`config.mk`:
```
export PLATFORM = sky130hd
export DESIGN_NAME = caliptra_fpga_step_ctrl
export DESIGN_NICKNAME = d
export VERILOG_FILES = /design/src/rtl/caliptra_fpga_step_pkg.sv /design/src/rtl/caliptra_fpga_step_chan.sv /design/src/rtl/caliptra_fpga_step_ctrl.sv
export SDC_FILE = /design/constraint.sdc
export NUM_CORES = 1
export LEC_CHECK = 0
export ABC_CLOCK_PERIOD_IN_PS = 5300
export CAP_MARGIN = 10
export CORE_UTILIZATION = 36
export DETAILED_ROUTE_END_ITERATION = 7
export GPL_TIMING_DRIVEN = 0
export SYNTH_ARGS = -nofsm -noshare
export SYNTH_HDL_FRONTEND = slang
export SYNTH_HIERARCHICAL = 1
export SYNTH_SLANG_ARGS = --single-unit
```
`constraint.sdc`:
```
create_clock -name aclk -period 5.3 [get_ports aclk]
set_clock_uncertainty 0.2 [all_clocks]
set_input_delay 0.53 -clock aclk [delete_from_list [all_inputs] [get_ports aclk]]
set_output_delay 0.53 -clock aclk [all_outputs]
set_load 0.05 [all_outputs]
```
`src/rtl/caliptra_fpga_step_pkg.sv`:
```
// rtl/caliptra_fpga_step_pkg.sv - shared types for the FPGA clock-step controller
package caliptra_fpga_step_pkg;

  // Status fields are sized for the widest supported build; channels zero-extend.
  localparam int STAT_CNT_W = 64;
  localparam int STAT_TS_W  = 64;

  typedef enum logic [1:0] {
    OP_STEP = 2'd0,
    OP_RUN  = 2'd1,
    OP_HALT = 2'd2,
    OP_CLR  = 2'd3
  } step_op_e;

  typedef enum logic [1:0] {
    ST_IDLE = 2'd0,
    ST_STEP = 2'd1,
    ST_RUN  = 2'd2
  } step_state_e;

  typedef struct packed {
    logic                  clk_en;
    logic                  busy;
    logic [STAT_CNT_W-1:0] remaining;
    logic [STAT_TS_W-1:0]  gated_cycles;
    logic                  done_pulse;
    logic                  bkpt_hit;
  } step_status_t;

endpackage

```
`src/rtl/caliptra_fpga_step_chan.sv`:
```
// rtl/caliptra_fpga_step_chan.sv - one gated-clock channel: FSM, counters, breakpoint
module caliptra_fpga_step_chan
  import caliptra_fpga_step_pkg::*;
#(
  parameter int CNT_W = 32,
  parameter int TS_W  = 64
) (
  input  logic             aclk,
  input  logic             rst,
  input  logic             cmd_step,
  input  logic             cmd_run,
  input  logic             cmd_halt,
  input  logic             cmd_clr,
  input  logic [CNT_W-1:0] cmd_count,
  input  logic             bkpt_en,
  input  logic [TS_W-1:0]  bkpt_val,
  output step_status_t     status
);

  step_state_e      state_q, state_d;
  logic             en_q, en_d;
  logic [CNT_W-1:0] remaining_q, remaining_d;
  logic [TS_W-1:0]  gated_q, gated_d;
  logic             done_q, done_d;
  logic             hit_q, hit_d;
  logic             bkpt_fire;

  // The breakpoint cycle is itself enabled, so it lands one short of bkpt_val.
  assign bkpt_fire = bkpt_en && en_q && (gated_q == bkpt_val - TS_W'(1));

  always_ff @(posedge aclk or posedge rst) begin
    if (rst) begin
      state_q     <= ST_IDLE;
      en_q        <= 1'b0;
      remaining_q <= '0;
      gated_q     <= '0;
      done_q      <= 1'b0;
      hit_q       <= 1'b0;
    end else begin
      state_q     <= state_d;
      en_q        <= en_d;
      remaining_q <= remaining_d;
      gated_q     <= gated_d;
      done_q      <= done_d;
      hit_q       <= hit_d;
    end
  end

  always_comb begin
    state_d     = state_q;
    remaining_d = remaining_q;
    done_d      = 1'b0;
    hit_d       = hit_q;
    gated_d     = gated_q + TS_W'(en_q);

    if (bkpt_fire) begin
      state_d     = ST_IDLE;
      remaining_d = '0;
      done_d      = 1'b1;
      hit_d       = 1'b1;
    end else if (state_q == ST_STEP) begin
      if (remaining_q == CNT_W'(1)) begin
        state_d     = ST_IDLE;
        remaining_d = '0;
        done_d      = 1'b1;
      end else begin
        remaining_d = remaining_q - CNT_W'(1);
      end
    end

    // An accepted command overrides both step expiry and breakpoint stop.
    if (cmd_step) begin
      hit_d = 1'b0;
      if (cmd_count == '0) begin
        state_d     = ST_IDLE;
        remaining_d = '0;
        done_d      = 1'b1;
      end else begin
        state_d     = ST_STEP;
        remaining_d = cmd_count;
        done_d      = 1'b0;
      end
    end else if (cmd_run) begin
      hit_d       = 1'b0;
      state_d     = ST_RUN;
      remaining_d = '0;
      done_d      = 1'b0;
    end else if (cmd_halt && en_q) begin
      hit_d       = hit_q;
      state_d     = ST_IDLE;
      remaining_d = '0;
      done_d      = 1'b1;
    end

    if (cmd_clr) begin
      gated_d = '0;
    end

    en_d = (state_d != ST_IDLE);
  end

  always_comb begin
    status              = '0;
    status.clk_en       = en_q;
    status.busy         = en_q;
    status.remaining    = STAT_CNT_W'(remaining_q);
    status.gated_cycles = STAT_TS_W'(gated_q);
    status.done_pulse   = done_q;
    status.bkpt_hit     = hit_q;
  end

endmodule

```
`src/rtl/caliptra_fpga_step_ctrl.sv`:
```
// rtl/caliptra_fpga_step_ctrl.sv - multi-channel clock-step controller top
module caliptra_fpga_step_ctrl
  import caliptra_fpga_step_pkg::*;
#(
  parameter int  NUM_CH = 2,
  parameter int  CNT_W  = 32,
  parameter int  TS_W   = 64,
  localparam int CH_W   = (NUM_CH > 1) ? $clog2(NUM_CH) : 1
) (
  input  logic                    aclk,
  input  logic                    rst,
  input  logic                    cmd_valid,
  output logic                    cmd_ready,
  input  logic [CH_W-1:0]         cmd_ch,
  input  logic [1:0]              cmd_op,
  input  logic [CNT_W-1:0]        cmd_count,
  input  logic [NUM_CH-1:0]       bkpt_en,
  input  logic [NUM_CH*TS_W-1:0]  bkpt_val,
  output logic [NUM_CH-1:0]       clk_en,
  output logic [NUM_CH-1:0]       busy,
  output logic [NUM_CH*CNT_W-1:0] remaining,
  output logic [NUM_CH*TS_W-1:0]  gated_cycles,
  output logic [NUM_CH-1:0]       done_pulse,
  output logic [NUM_CH-1:0]       bkpt_hit
);

  logic     accept;
  step_op_e op;

  assign cmd_ready = ~rst;
  assign accept    = cmd_valid && cmd_ready;
  assign op        = step_op_e'(cmd_op);

  step_status_t        ch_status [NUM_CH];
  logic [NUM_CH-1:0]   unused_status;

  for (genvar i = 0; i < NUM_CH; i++) begin : g_ch
    logic sel;

    // Out-of-range channel numbers match no instance and are silently dropped.
    assign sel = accept && (cmd_ch == CH_W'(i));

    caliptra_fpga_step_chan #(
      .CNT_W (CNT_W),
      .TS_W  (TS_W)
    ) u_chan (
      .aclk      (aclk),
      .rst       (rst),
      .cmd_step  (sel && (op == OP_STEP)),
      .cmd_run   (sel && (op == OP_RUN)),
      .cmd_halt  (sel && (op == OP_HALT)),
      .cmd_clr   (sel && (op == OP_CLR)),
      .cmd_count (cmd_count),
      .bkpt_en   (bkpt_en[i]),
      .bkpt_val  (bkpt_val[i*TS_W +: TS_W]),
      .status    (ch_status[i])
    );

    assign clk_en[i]                     = ch_status[i].clk_en;
    assign busy[i]                       = ch_status[i].busy;
    assign remaining[i*CNT_W +: CNT_W]   = ch_status[i].remaining[CNT_W-1:0];
    assign gated_cycles[i*TS_W +: TS_W]  = ch_status[i].gated_cycles[TS_W-1:0];
    assign done_pulse[i]                 = ch_status[i].done_pulse;
    assign bkpt_hit[i]                   = ch_status[i].bkpt_hit;
    // Zero-extension bits above CNT_W/TS_W are intentionally dropped.
    assign unused_status[i]              = ^ch_status[i];
  end

endmodule

```
==> results.cfg <==
[status]
outcome = completed

[power]
vdd_ir_drop_max_v = 0.000287
power_leakage_uw = 0.00778
p_per_area_nw_per_um2 = 399

[yosys]
syn_area_per_cell_sq_um = 7.92
synthCells = 2086
synth_nets = 2264
synth.cell_area_sq_um = 16500
yosys_warnings = 6

[place]
placedInstanceArea_sq_um = 20900
post-place-ws_ps = -975
gp_congestion = 0.967
dp_hpwl_um = 54300
portBuffers = 357

[detailed_routing]
wl_per_cell_um = 22.5
first_pass_iters = 7
drc = 0
via_per_inst = 6.03
ant_nets = 0
vias = 18700
drt_iter0_drc = 1796
wirelength_um = 69900

[grt]
grt_max_degree = 60
grt_pass1_vias = 17800
gr-usage-all-layers_pct = 29.0
grt_pass1_wl_um = 107000
antenna_found_initial = 12
grt-ovfl-total = 0

[sta]
setup_viol = 0
tightestPinTransition_ps = 1050
setup_tns_ps = 0
min_period_ps = 5120
hold_viol_final = 0
drv_slew = 0
rsz0062_at_grt = no
fin_ws_ps = 183
relSlewSlack_pct = 29.0
period_share_pct = 96.6
fmax_mhz = 195

[floorplan]
core_area_sq_um = 45300
die_x_um = 216
start_util_pct = 36.5
pin_count = 369
die-area_sq_um = 46800
rows = 78
die_y_um = 216

[job]
drv_cap = 0

[setup_path]
path_max_fanout = 10
crit_path_start_kind = input pin
cpLargestDelayFamily = simple AND/OR/NAND/NOR gates
critical_path_class = in -> reg
slowest_stage = or4_1
cp.required_ps = 5510
crit_chain = clkdlybuf4s50_1 -> inv_1 -> ha_1 -> nor4b_4 -> nand4_1 -> or4_1 -> nor3_1 -> xnor2_1 -> nand4b_1 -> or4b_1 -> or4_1 -> clkbuf_1 -> clkbuf_1 -> a22oi_1 -> o21ai_0
crit_path_end_kind = register
slowest_delay_ps = 680
crit_buf_inv = 4
arrival_ps = 5320

[layout]
areaGrowthSynthToFinish_pct = 32.6
fin_nets = 2657
fin_util_pct = 48.4
fin_area_sq_um = 21900
fillerInstances = 4474
drive_above_1_share_pct = 4.88

[clocking]
clk_pin_slew_ps = 50
clock-root-buffer = clkbuf_16
cts_hold_buf = 0
clkLatencyLatePin_ps = 570
htreeDepth = 1
numCtsBuffers = 27
clock-sinks = 202
cts_tree = built
clk_path_buf_depth = 3

[hold_path]
worstHoldPathType = reg -> reg
placed cells by master (no fill, tap or decap), types with 13 or more instances in the layout:
cell type	n
nand4_1	65
nand2b_1	13
and3_1	33
o21ai_1	17
clkbuf_1	89
o211ai_1	35
nand3_1	92
dfrtp_1	202
xor2_1	117
a32oi_1	15
nand2_1	157
a31oi_1	19
nor3b_1	14
and4_1	13
a22oi_1	18
buf_4	15
buf_2	13
xnor2_1	161
inv_1	30
o21ai_0	98
nor4_1	103
a21oi_1	72
a211oi_1	13
or3_1	70
nor2b_1	17
nor3_1	140
clkdlybuf4s50_1	357
nor2_1	225
clkbuf_16	27
and2_1	23
or4_1	23
per-layer routing:
metal / part of all wire (%) / vias up / wire (um) / track usage [%]
met1: 42 / 9036 / 29500 / 38.8
met2: 46 / 964 / 31800 / 46.0
li1: - / 8553 / - / -
met3: 8.3 / 150 / 5840 / 5.68
met4: 3.8 / 6 / 2680 / 11.2
met5: 0.051 / - / 36 / 0
metrics by stage:
stage                     std cells  total power, uW  hold slack, ps
after floorplan                2086             5190             316
after global placement         3043             6770             332
after detailed placement       3045             6810             363
after CTS                      3096             8740             379
after global routing           3105             9150             414
final                          3105             8730             382
report_power, final:
group          internal (uW)  switching [uW]  leakage (uW)  total, uW
Clock                   1120             758      0.000434       1880
Combinational           1540            2750       0.00473       4290
Sequential              1910             656       0.00261       2560
Total                   4570            4160       0.00778       8730
sequential cells by signal, indices dropped and copies added (netlist names):
| name | count |
|---|---|
| g_ch.u_chan/remaining_q | 64 |
| g_ch.u_chan/gated_q | 128 |
| g_ch.u_chan/done_q | 2 |
| g_ch.u_chan/state_q | 4 |
| g_ch.u_chan/en_q | 2 |
| g_ch.u_chan/hit_q | 2 |
worst reg2reg max path, stage by stage (launching register included):
cell	delay [ps]
dfrtp_1	540
ha_1	270
ha_1	230
and4_1	240
nor2b_1	410
nand2_1	200
or3_1	480
nor3_1	630
nand2_1	280
nor2_1	380
nand2_1	240
or3_1	360
a21oi_1	140
layout make-up:
type                    instances  area (sq um)  share of cell area [%]
diodes                          7          17.5                  0.0799
clock inverters                 8          95.1                   0.434
repair buffers                364          3670                    16.7
multi-input cells            1742         10900                    49.9
clock buffers                  40           795                    3.63
well taps                     600           751                    3.43
inverters                      32           125                   0.571
flip-flops and latches        202          5050                    23.1
plain buffers                 110           474                    2.16
path summary, 6_finish.rpt:
check / start / end / slack (ps) / depth (start not counted)
hold / removal: g_ch[1].u_chan/hit_q$_DFFE_PP0P_ / g_ch[1].u_chan/hit_q$_DFFE_PP0P_ / 380 / 2
setup / recovery: bkpt_val[64] / g_ch[1].u_chan/remaining_q[15]$_DFFE_PP0P_ / 180 / 15
hold reg to reg: g_ch[1].u_chan/hit_q$_DFFE_PP0P_ / g_ch[1].u_chan/hit_q$_DFFE_PP0P_ / 380 / 2
max in group asynchronous: rst / g_ch[1].u_chan/gated_q[61]$_DFF_PP0_ / 3500 / 3
min in group asynchronous: rst / g_ch[0].u_chan/remaining_q[1]$_DFFE_PP0P_ / 600 / 2
setup reg to reg: g_ch[0].u_chan/en_q$_DFF_PP0_ / g_ch[0].u_chan/gated_q[58]$_DFF_PP0_ / 620 / 12
timing repair:
action                     in CTS  in global routing
pin swaps                       1                  1
setup endpoints to repair      23                 66
setup buffers                   3                  2
resized for setup               3                  6
No activity file was read; power rests on OpenSTA's default activity.
